**src/rtl/rds_msg_arbiter.sv**
```systemverilog
// Single-port RDS message BRAM arbiter: reader-priority sharing, double-buffered banks swapped at message wrap.
// Optional host readback path: define RDS_ARB_READBACK_EN.
module rds_msg_arbiter #(
   parameter int unsigned ADDR_W  = 9,
   parameter int unsigned DATA_W  = 8,
   parameter int unsigned MSG_LEN = 260
) (
   input  logic              clk,
   input  logic              rst_n,
   input  logic              rd_req,
   input  logic [ADDR_W-1:0] rd_addr,
   output logic [DATA_W-1:0] rd_data,
   output logic              rd_valid,
   input  logic              wr_valid,
   output logic              wr_ready,
   input  logic [ADDR_W-1:0] wr_addr,
   input  logic [DATA_W-1:0] wr_data,
`ifdef RDS_ARB_READBACK_EN
   input  logic              wr_we,
   output logic [DATA_W-1:0] host_rdata,
   output logic              host_rvalid,
`endif
   input  logic              commit,
   output logic              commit_busy,
   output logic              active_bank,
   output logic              addr_err,
   output logic [ADDR_W:0]   ram_addr,
   output logic [DATA_W-1:0] ram_wdata,
   output logic              ram_we,
   input  logic [DATA_W-1:0] ram_rdata
);

   localparam int unsigned RAM_AW = ADDR_W + 1;
   localparam logic [RAM_AW-1:0] MSG_END = RAM_AW'(MSG_LEN);

   typedef enum logic {
      S_IDLE    = 1'b0,
      S_PENDING = 1'b1
   } state_t;

   state_t            state;
   state_t            state_nxt;
   logic              swap_c;
   logic              rd_bank_c;
   logic              host_acc_c;
   logic              host_rd_c;
   logic              wr_in_range_c;
   logic [RAM_AW-1:0] last_addr;
   logic              rd_pend;

   // Bank-swap FSM: a commit waits in PENDING until the reader wraps to address 0.
   always_ff @(posedge clk or negedge rst_n) begin
      if (!rst_n) begin
         state <= S_IDLE;
      end else begin
         state <= state_nxt;
      end
   end

   always_comb begin
      state_nxt = state;
      swap_c    = 1'b0;
      case (state)
         S_IDLE: begin
            if (commit) begin
               state_nxt = S_PENDING;
            end
         end
         S_PENDING: begin
            if (rd_req && (rd_addr == '0)) begin
               state_nxt = S_IDLE;
               swap_c    = 1'b1;
            end
         end
         default: begin
            state_nxt = S_IDLE;
         end
      endcase
   end

   assign commit_busy = (state == S_PENDING);

   always_ff @(posedge clk or negedge rst_n) begin
      if (!rst_n) begin
         active_bank <= 1'b0;
      end else if (swap_c) begin
         active_bank <= ~active_bank;
      end
   end

   // The wrapping read already sees the freshly swapped bank.
   assign rd_bank_c     = active_bank ^ swap_c;
   assign wr_ready      = rst_n & ~rd_req & ~commit_busy;
   assign host_acc_c    = wr_valid & wr_ready;
   assign wr_in_range_c = ({1'b0, wr_addr} < MSG_END);

`ifdef RDS_ARB_READBACK_EN
   assign host_rd_c = ~wr_we;
`else
   assign host_rd_c = 1'b0;
`endif

   assign ram_we    = host_acc_c & ~host_rd_c & wr_in_range_c;
   assign ram_wdata = wr_data;

   // Port mux: reader first, then host; otherwise hold the previous address.
   always_comb begin
      ram_addr = last_addr;
      if (rd_req) begin
         ram_addr = {rd_bank_c, rd_addr};
      end else if (host_acc_c) begin
         ram_addr = {~active_bank, wr_addr};
      end
   end

   always_ff @(posedge clk or negedge rst_n) begin
      if (!rst_n) begin
         last_addr <= '0;
      end else begin
         last_addr <= ram_addr;
      end
   end

   always_ff @(posedge clk or negedge rst_n) begin
      if (!rst_n) begin
         addr_err <= 1'b0;
      end else if (host_acc_c && !wr_in_range_c) begin
         addr_err <= 1'b1;
      end
   end

   // Reader return path: address in t, BRAM data in t+1, registered result in t+2.
   always_ff @(posedge clk or negedge rst_n) begin
      if (!rst_n) begin
         rd_pend  <= 1'b0;
         rd_valid <= 1'b0;
         rd_data  <= '0;
      end else begin
         rd_pend  <= rd_req;
         rd_valid <= rd_pend;
         if (rd_pend) begin
            rd_data <= ram_rdata;
         end
      end
   end

`ifdef RDS_ARB_READBACK_EN
   logic hr_pend;
   logic hr_oor;

   // Host readback return path; out-of-range reads return zero.
   always_ff @(posedge clk or negedge rst_n) begin
      if (!rst_n) begin
         hr_pend     <= 1'b0;
         hr_oor      <= 1'b0;
         host_rvalid <= 1'b0;
         host_rdata  <= '0;
      end else begin
         hr_pend     <= host_acc_c & host_rd_c;
         hr_oor      <= ~wr_in_range_c;
         host_rvalid <= hr_pend;
         if (hr_pend) begin
            host_rdata <= hr_oor ? '0 : ram_rdata;
         end
      end
   end
`endif

endmodule

```
**config.mk**
```make
export PLATFORM = sky130hd
export DESIGN_NAME = rds_msg_arbiter
export DESIGN_NICKNAME = d
export VERILOG_FILES = /design/src/rtl/rds_msg_arbiter.sv
export SDC_FILE = /design/constraint.sdc
export NUM_CORES = 1
export LEC_CHECK = 0
export CAP_MARGIN = 20
export CORE_MARGIN = 3
export CORE_UTILIZATION = 34
export CTS_CLUSTER_SIZE = 10
export DETAILED_ROUTE_END_ITERATION = 8
export GPL_ROUTABILITY_DRIVEN = 0
export GPL_TIMING_DRIVEN = 0
export PLACE_DENSITY = 0.75
export REMOVE_ABC_BUFFERS = 1
export SLEW_MARGIN = 15
export SYNTH_ARGS = -nofsm -noshare
export SYNTH_HDL_FRONTEND = slang
export SYNTH_SLANG_ARGS = --single-unit
```
**constraint.sdc**
```tcl
create_clock -name clk -period 2.31 [get_ports clk]
set_input_delay 0.693 -clock clk [delete_from_list [all_inputs] [get_ports clk]]
set_output_delay 0.693 -clock clk [all_outputs]
set_load 0.01 [all_outputs]
```
== Word-level counts from Yosys, hierarchy flattened ==
Index checks and enable logic that the tools add are counted.
Widths: inputs -> output; s select.
Word-level totals
  register bits after elaboration: 23
  input port bits: 39
  logic and storage cells: 27
Operators by class
  magnitude comparators: 1
  mux-type cells: 7
  bitwise operators: 8
  reductions and logical operators: 4
Operators with widths (number)
  $mux 10: 2
  $logic_not 9->1: 1
  $lt 9x9->1 const B: 1
  $and 1x1->1: 4
  $mux 1: 4
  $not 1->1: 3
  $logic_and 1x1->1: 2
  $pmux 1 s2: 1
  $logic_not 1->1: 1
  $xor 1x1->1: 1

== Longest topological paths before layout ==
Gate-level depths: netlist of the first run.
  word-level depth: 6
  mapped depth: 4
  depth with buffers taken out: 4

== Worst setup path after synthesis of the first run ==
No wires, ideal clock.
  path type: input -> output
  from: input rd_addr[3]
  to: output ram_addr[9]
  arrival time: 1.543 ns
  required time: 1.617 ns
  slack: 0.074 ns
  cell stages on the path: 4
  buffers on the path: 0
  cells stage by stage: nor4_1 nand4_1 xnor2_1 mux2_2
On the way
  longest elaborated chain between the ends: 6
RTL lines
  from (decl): line 11  | input logic [ADDR_W-1:0] rd_addr,
  $logic_not 9->1: line 70  | if (rd_req && (rd_addr == '0)) begin
  $logic_and 1x1->1: line 70
  $mux 1: line 70
  $mux 1: line 63  | case (state)
  $xor 1x1->1: line 92  | assign rd_bank_c = active_bank ^ swap_c;
  $mux 10: line 109  | if (rd_req) begin
  to (decl): line 27  | output logic [ADDR_W:0] ram_addr,
Every way passes these cells.

== Worst setup path after layout of the first run ==
Same ends and word-level chain as after synthesis.

==> metrics.txt, run 1 <==
logic gate share of total power=29.6%; Req. time, crit path=1.62 ns; slowest stage delay, CP=0.29 ns; max-slew headroom at the worst pin=76.7%; Starting Density=35.8%; final number of max-transition violations=0; Data arrival, critical path=1.89 ns; Tightest Hold Check Type=primary input to asynchronous set/reset pin; transition at the pin with the smallest max-transition slack=0.349 ns; met3 layer usage reported by global route=8.42%; total routing usage reported by global routing=18.7%; maximum clock frequency=0.387 GHz; outcome=finished with violations; Critical Path Source Type=primary input; number of buffers created by CTS=3; H-tree lvl count=1; least setup slack across all paths after layout=-0.271 ns; wire length after detailed routing=3.99 mm; Total Die Area=0.00361 mm^2; Fin Clk Skew=0.0113 ns; slack of the worst reg-to-reg path=0.80 ns; fraction of final layout cells with drive strength greater than 1=53.4%; number of buffer cells added on primary ports=54; slowest stage cell, crit path=nor4_4; area growth from synthesis to layout=93.2%; start point of the critical path=rd_addr[3]; DRC violation count after routing=0; clock slew at the register clock pins of the worst setup and hold paths=0.13 ns; cell-internal power=0.665 mW; Critical Path End=ram_addr[9]; critical path, cell by cell=buf_8, nor4_4, nand4_1, xnor2_1, mux2_4, buf_6; DIE WIDTH=60.1 um; vias=1050; clock insertion delay at the later pin of the skew report=0.32 ns; height of the die=60.1 um; # clock sinks=23; CORE AREA=0.00278 mm^2; switching part of the total=27.3%; power share of the clock group=20.9%; number of cells traversed by the worst register-to-register path=7; flip-flop and latch count after synthesis=23; hold violation total from the final report=0; DRC violation total after the first TritonRoute iteration=59; Filler cells=169; global routing usage on met2=32.4%; drt first pass iters=4; worst setup path category=primary input to primary output; first-pass GRT wire length=4.93 mm; post-route minimum period=2.58 ns; fin crit share=112%; number of synthesis warnings=0; Clock Tree Buf Depth=2; number of global-route vias before repair=1080; number of distinct library cell variants in the gate-level netlist after synthesis=19; Reg-to-Reg End=last_addr[0]$_DFF_PN0_; standard-cell row count=19; setup TNS after final layout=-0.457 ns; fraction of met1 tracks used by global routing=18.7%; highest-utilization routing layer at the global route stage=met2; Root Buffer=clkbuf_4; final net count=201; total of endpoints with negative setup slack in the final report=9; area of the mapped netlist=996 um^2; unrepaired setup endpoints after global routing=true; routed via count divided by cell count=5.47; PwrDens=476 mW/mm^2; area of the multi-input gates=485 um^2; peak supply drop=0.327 mV; post-detailed-route count of antenna-violating nets=0; CP Max Fanout=2; combined flip-flop and latch cell area=577 um^2; Max Cap Violations=0; post-synthesis area per instance=11.4 um^2; Remaining Overflow, GRT=0; worst reg2reg path startpoint=commit_busy$_DFF_PN0_; antenna diode count=0; number of antenna violations at the first check in global routing=0; Pwr Total=0.916 mW; register area share after synthesis=57.8%; failing checks=setup timing; part of the total power dissipated in sequential elements=49.5%; DP Wirelength=1.93 mm; I/O pin total=71; pin count of the biggest net entering global routing=28; gate count of the mapped netlist=87; per-cell routed wire length=20.8 um; clock tree from TritonCTS=yes; power spent charging and discharging nets=0.250 mW; Leak Pwr=0.881 nW; CP endpoint kind=primary output
worst max-delay path: cells and delay by family:
| family | cells | cell delay, ns |
|---|---|---|
| simple gates | 2 | 0.49 |
| mux | 1 | 0.29 |
| buf+inv | 2 | 0.22 |
| xor+xnor | 1 | 0.19 |
flip-flops by register name (all words and copies together), names as in the netlist:
name	count
rd_valid	1
rd_data	8
last_addr	10
active_bank	1
addr_err	1
rd_pend	1
commit_busy	1
cell type report:
cell class | instances | share of cell area (%)
tap | 31 | 2.02
multi-input combinational | 54 | 25.2
clock buffer | 4 | 1.37
timing repair buffer | 80 | 41.4
sequential | 23 | 30.0
repair_timing:
action,CTS,global route
buffers inserted,15,10
endpoints found under the hold margin,0,0
gates cloned,1,1
gates resized for setup,138,26
pin swaps,16,12
endpoints found under the setup margin,23,11
hold buffers,0,0
stage by stage:
stage	cell area (um^2)	instances	hold WS, ns	util, %	setup slack (ns)
floorplan	923	76	0.397	-	0.0739
global route	1920	192	0.121	69.2	-0.310
detailed placement	1500	161	0.458	54.0	-2.00
finish	1920	192	0.140	69.2	-0.271
CTS	1730	181	0.172	62.1	-0.188
global placement	1500	161	0.454	54.0	-1.91
cell usage after synthesis, drive strengths merged:
cell,instances,area share (%)
o21ai,1,0.50
nor3b,1,0.75
mux2,9,10
a22oi,8,6.0
buf,9,6.5
a31o,1,0.88
clkbuf,2,0.75
a21oi,3,1.5
xnor2,1,0.88
dfrtp,23,58
nand4bb,1,1.1
o21a,1,0.75
and4bb,1,1.3
nand4,1,0.63
nor2b,1,0.63
nand2,19,7.2
nor4,3,1.9
nor2,2,0.75
cells in the final DEF, fill, tap and decap left out, types with 2 or more instances in the layout:
| master | count |
|---|---|
| nor4_4 | 2 |
| clkbuf_4 | 3 |
| a21oi_1 | 2 |
| dfrtp_1 | 22 |
| buf_4 | 20 |
| dlymetal6s2s_1 | 2 |
| dlygate4sd2_1 | 5 |
| clkdlybuf4s50_1 | 23 |
| mux2_2 | 8 |
| a22oi_2 | 7 |
| clkdlybuf4s15_1 | 2 |
| buf_2 | 6 |
| nand2_2 | 7 |
| nand2_4 | 2 |
| nand2_1 | 10 |
| buf_8 | 3 |
| buf_6 | 15 |
worst min-delay path by stage:
stage | to | start | slack (ns) | cells past startpoint
final | rd_data[4]$_DFFE_PN0P_ | rst_n | 0.14 | 1
after global routing | rd_data[4]$_DFFE_PN0P_ | rst_n | 0.12 | 1
after CTS | last_addr[8]$_DFF_PN0_ | rst_n | 0.17 | 1
after detailed placement | addr_err$_DFFE_PN0P_ | addr_err$_DFFE_PN0P_ | 0.46 | 1
after global placement | addr_err$_DFFE_PN0P_ | addr_err$_DFFE_PN0P_ | 0.45 | 1
after floorplan | active_bank$_DFFE_PN0P_ | rst_n | 0.40 | 0
power groups by stage:
stage | logic, mW | clock network, mW | registers (mW)
finish | 0.271 | 0.191 | 0.453
global route | 0.285 | 0.213 | 0.457
CTS | 0.223 | 0.194 | 0.451
detailed placement | 0.199 | 0 | 0.459
global placement | 0.194 | 0 | 0.457
floorplan | 0.0499 | 0 | 0.464
routing by layer:
| layer | vias to the layer above | routed length (um) |
|---|---|---|
| li1 | 451 | - |
| met1 | 502 | 1420 |
| met2 | 93 | 2040 |
| met3 | 4 | 505 |
| met4 | 0 | 24 |
| met5 | - | 0 |
logic make-up (layout without fill, tap and decap cells):
group                  Yosys count  count (layout)  synth area share, %
AND/OR/NAND/NOR                 29              30                 14.2
AO/OA/AOI/OAI                   14              14                 9.67
flip-flops                      23              23                 57.8
multiplexers                     9               9                 10.2
buffers and inverters           11              84                 7.29
XOR/XNOR                         1               1                0.880
Note: power is estimated with default switching activity, not from simulation.
==> run 2: changes to the inputs <==
--- a/config.mk
+++ b/config.mk
@@ -5,7 +5,7 @@
 export SDC_FILE = /design/constraint.sdc
 export NUM_CORES = 1
 export LEC_CHECK = 0
-export CAP_MARGIN = 20
+export CAP_MARGIN = 10
 export CORE_MARGIN = 3
 export CORE_UTILIZATION = 34
 export CTS_CLUSTER_SIZE = 10
==> results of run 2 <==
Same layout as run 1: the final DEF is identical, and so are final timing and power.
==> run 3: changes to the inputs <==
--- a/config.mk
+++ b/config.mk
@@ -7,12 +7,13 @@
 export LEC_CHECK = 0
 export CAP_MARGIN = 10
 export CORE_MARGIN = 3
-export CORE_UTILIZATION = 34
+export CORE_UTILIZATION = 50
 export CTS_CLUSTER_SIZE = 10
 export DETAILED_ROUTE_END_ITERATION = 8
+export DONT_BUFFER_PORTS = 1
 export GPL_ROUTABILITY_DRIVEN = 0
 export GPL_TIMING_DRIVEN = 0
-export PLACE_DENSITY = 0.75
+export PLACE_DENSITY = 0.61
 export REMOVE_ABC_BUFFERS = 1
 export SLEW_MARGIN = 15
 export SYNTH_ARGS = -nofsm -noshare
==> metrics.txt, run 3 (synthesized netlist as in run 1, its figures left out) <==
transition at the pin with the smallest max-transition slack=0.389 ns (was 0.349 ns); number of buffer cells added on primary ports=0 (was 54); H-tree lvl count=1 (unchanged); final number of max-transition violations=0 (unchanged); Root Buffer=clkbuf_4 (unchanged); Hold Worst Slack=0.0540 ns (was 0.140 ns); height of the die=50.6 um (was 60.1 um); DRC violation total after the first TritonRoute iteration=4 (was 59); area growth from synthesis to layout=8.42% (was 93.2%); least setup slack across all paths after layout=0.0103 ns (was -0.271 ns); vias=652 (was 1050); most frequent cells in the layout=22 x dfrtp_1, 19 x nand2_1, 8 x a22oi_1, 8 x mux2_2, 3 x clkbuf_4 (was 23 x clkdlybuf4s50_1, 22 x dfrtp_1, 20 x buf_4); Data arrival, critical path=1.61 ns (was 1.89 ns); CORE AREA=0.00180 mm^2 (was 0.00278 mm^2); CP endpoint kind=primary output (unchanged); switching part of the total=24.0% (was 27.3%); part of the total power dissipated in sequential elements=65.8% (was 49.5%); pin count of the biggest net entering global routing=27 (was 28); CP Max Fanout=2 (unchanged); Leak Pwr=0.455 nW (was 0.881 nW); number of flip-flops in the largest register=10 (unchanged); most frequent standard cell in the layout excluding fill and tap cells=dfrtp_1 (was clkdlybuf4s50_1); setup TNS after final layout=0 ns (was -0.457 ns); DRC violation count after routing=0 (unchanged); number of placed instances, taps included=101 (was 161); Starting Density=55.3% (was 35.8%); antenna diode count=0 (unchanged); Remaining Overflow, GRT=0 (unchanged); maximum clock frequency=0.435 GHz (was 0.387 GHz); routed via count divided by cell count=6.04 (was 5.47); I/O pin total=71 (unchanged); peak supply drop=0.459 mV (was 0.327 mV); per-cell routed wire length=19.0 um (was 20.8 um); number of global-route vias before repair=695 (was 1080); power spent charging and discharging nets=0.168 mW (was 0.250 mW); power share of the clock group=25.3% (was 20.9%); fraction of final layout cells with drive strength greater than 1=30.1% (was 53.4%); first-pass GRT wire length=3.11 mm (was 4.93 mm); max-slew headroom at the worst pin=74.0% (was 76.7%); DIE WIDTH=50.6 um (was 60.1 um); hold violation total from the final report=0 (unchanged); cell-internal power=0.532 mW (was 0.665 mW); Fin Clk Skew=0.0169 ns (was 0.0113 ns); total routing usage reported by global routing=16.3% (was 18.7%); Critical Path Source Type=primary input (unchanged); worst setup path category=primary input to primary output (unchanged); # clock sinks=23 (unchanged); drt first pass iters=4 (unchanged); clock slew at the register clock pins of the worst setup and hold paths=0.13 ns (about the same); number of buffers created by CTS=3 (unchanged); pre-CTS setup slack=-0.0890 ns (was -2.00 ns); Clock Tree Buf Depth=2 (unchanged); standard-cell row count=15 (was 19); post-detailed-route count of antenna-violating nets=0 (unchanged); outcome=finished clean (was finished with violations); unrepaired setup endpoints after global routing=true (unchanged); clock tree from TritonCTS=yes (unchanged); final standard cell count with taps included and fillers excluded=108 (was 192); Tightest Hold Check Type=primary input to asynchronous set/reset pin (unchanged); logic gate share of total power=8.9% (was 29.6%); total of endpoints with negative setup slack in the final report=0 (was 9); utilization of the core after routing=59.9% (was 69.2%); fin crit share=99.6% (was 112%); Top reg by flops=last_addr (unchanged); Max Cap Violations=0 (unchanged); post-route minimum period=2.30 ns (was 2.58 ns); final net count=123 (was 201); Req. time, crit path=1.62 ns (about the same); PwrDens=648 mW/mm^2 (was 476 mW/mm^2); DP Wirelength=1.47 mm (was 1.93 mm); top flop regs=last_addr x10, rd_data x8 (unchanged); Total Die Area=0.00256 mm^2 (was 0.00361 mm^2); wire length after detailed routing=2.06 mm (was 3.99 mm); clock insertion delay at the later pin of the skew report=0.31 ns (was 0.32 ns); number of antenna violations at the first check in global routing=0 (unchanged)
## run 3: changes by cell type in the layout (fill, tap and decap cells not counted), moves of 6 or more
cell	change
buf_6	-15
nand2_2	-7
clkdlybuf4s50_1	-23
nand2_1	+9
a22oi_1	+7
buf_2	-6
a22oi_2	-7
buf_4	-18
## run 3: path summary, 6_finish.rpt
check                                             from                      to  slack [ns]  cells past startpoint
worst max-delay path                        rd_addr[4]             ram_addr[9]        0.01                      4
worst min-delay path                             rst_n  rd_data[1]$_DFFE_PN0P_        0.05                      0
worst max register to register   commit_busy$_DFF_PN0_  last_addr[5]$_DFF_PN0_        0.97                      4
worst min register to register  last_addr[1]$_DFF_PN0_  last_addr[1]$_DFF_PN0_        0.55                      2
max in group asynchronous                        rst_n  last_addr[5]$_DFF_PN0_        2.17                      0
min in group clk                                rd_req       rd_pend$_DFF_PN0_        0.42                      0
## run 3: metrics by stage
| step | cell area, um^2 | total power [mW] |
|---|---|---|
| 6_report | 1080 | 0.700 |
| 4_1_cts | 1040 | 0.712 |
| 3_5_place_dp | 955 | 0.527 |
| 2_1_floorplan | 923 | 0.514 |
| 3_3_place_gp | 955 | 0.524 |
| 5_1_grt | 1080 | 0.738 |
## run 3: repair_timing
item / 4_1_cts / 5_1_grt
gates cloned: 0 / 1
pin swaps: 4 / 4
endpoints found under the setup margin: 10 / 7
buffers inserted: 1 / 1
endpoints found under the hold margin: 0 / 0
hold buffers: 0 / 0
gates resized for setup: 9 / 3
## run 3: per-layer routing
metal	track usage (%)	vias to the layer above	wire (um)	part of all wire [%]
met5	0	-	0	0
met4	2.69	0	9	0.44
met3	12.5	2	278	14
met2	25.4	44	993	48
met1	17.8	311	776	38
li1	-	295	-	-
## run 3: cell type report
type                       count  area [um^2]
fill                         159          722
sequential                    23          577
tap                           25         31.3
multi-input combinational     54          429
clock buffer                   3         22.5
timing repair buffer           2         15.0
clock inverter                 1         5.00
## run 3: power by group through the flow
stage	logic, mW	clock network (mW)	registers, mW
after floorplan	0.0499	0	0.464
after global placement	0.0557	0	0.469
after detailed placement	0.0572	0	0.470
after CTS	0.0627	0.188	0.462
after global routing	0.0709	0.201	0.465
final	0.0625	0.177	0.461
## run 3: critical path: stages
cell and delay [ns]:
nor4_4 0.26, nand4_1 0.18, xnor2_1 0.18, mux2_4 0.29
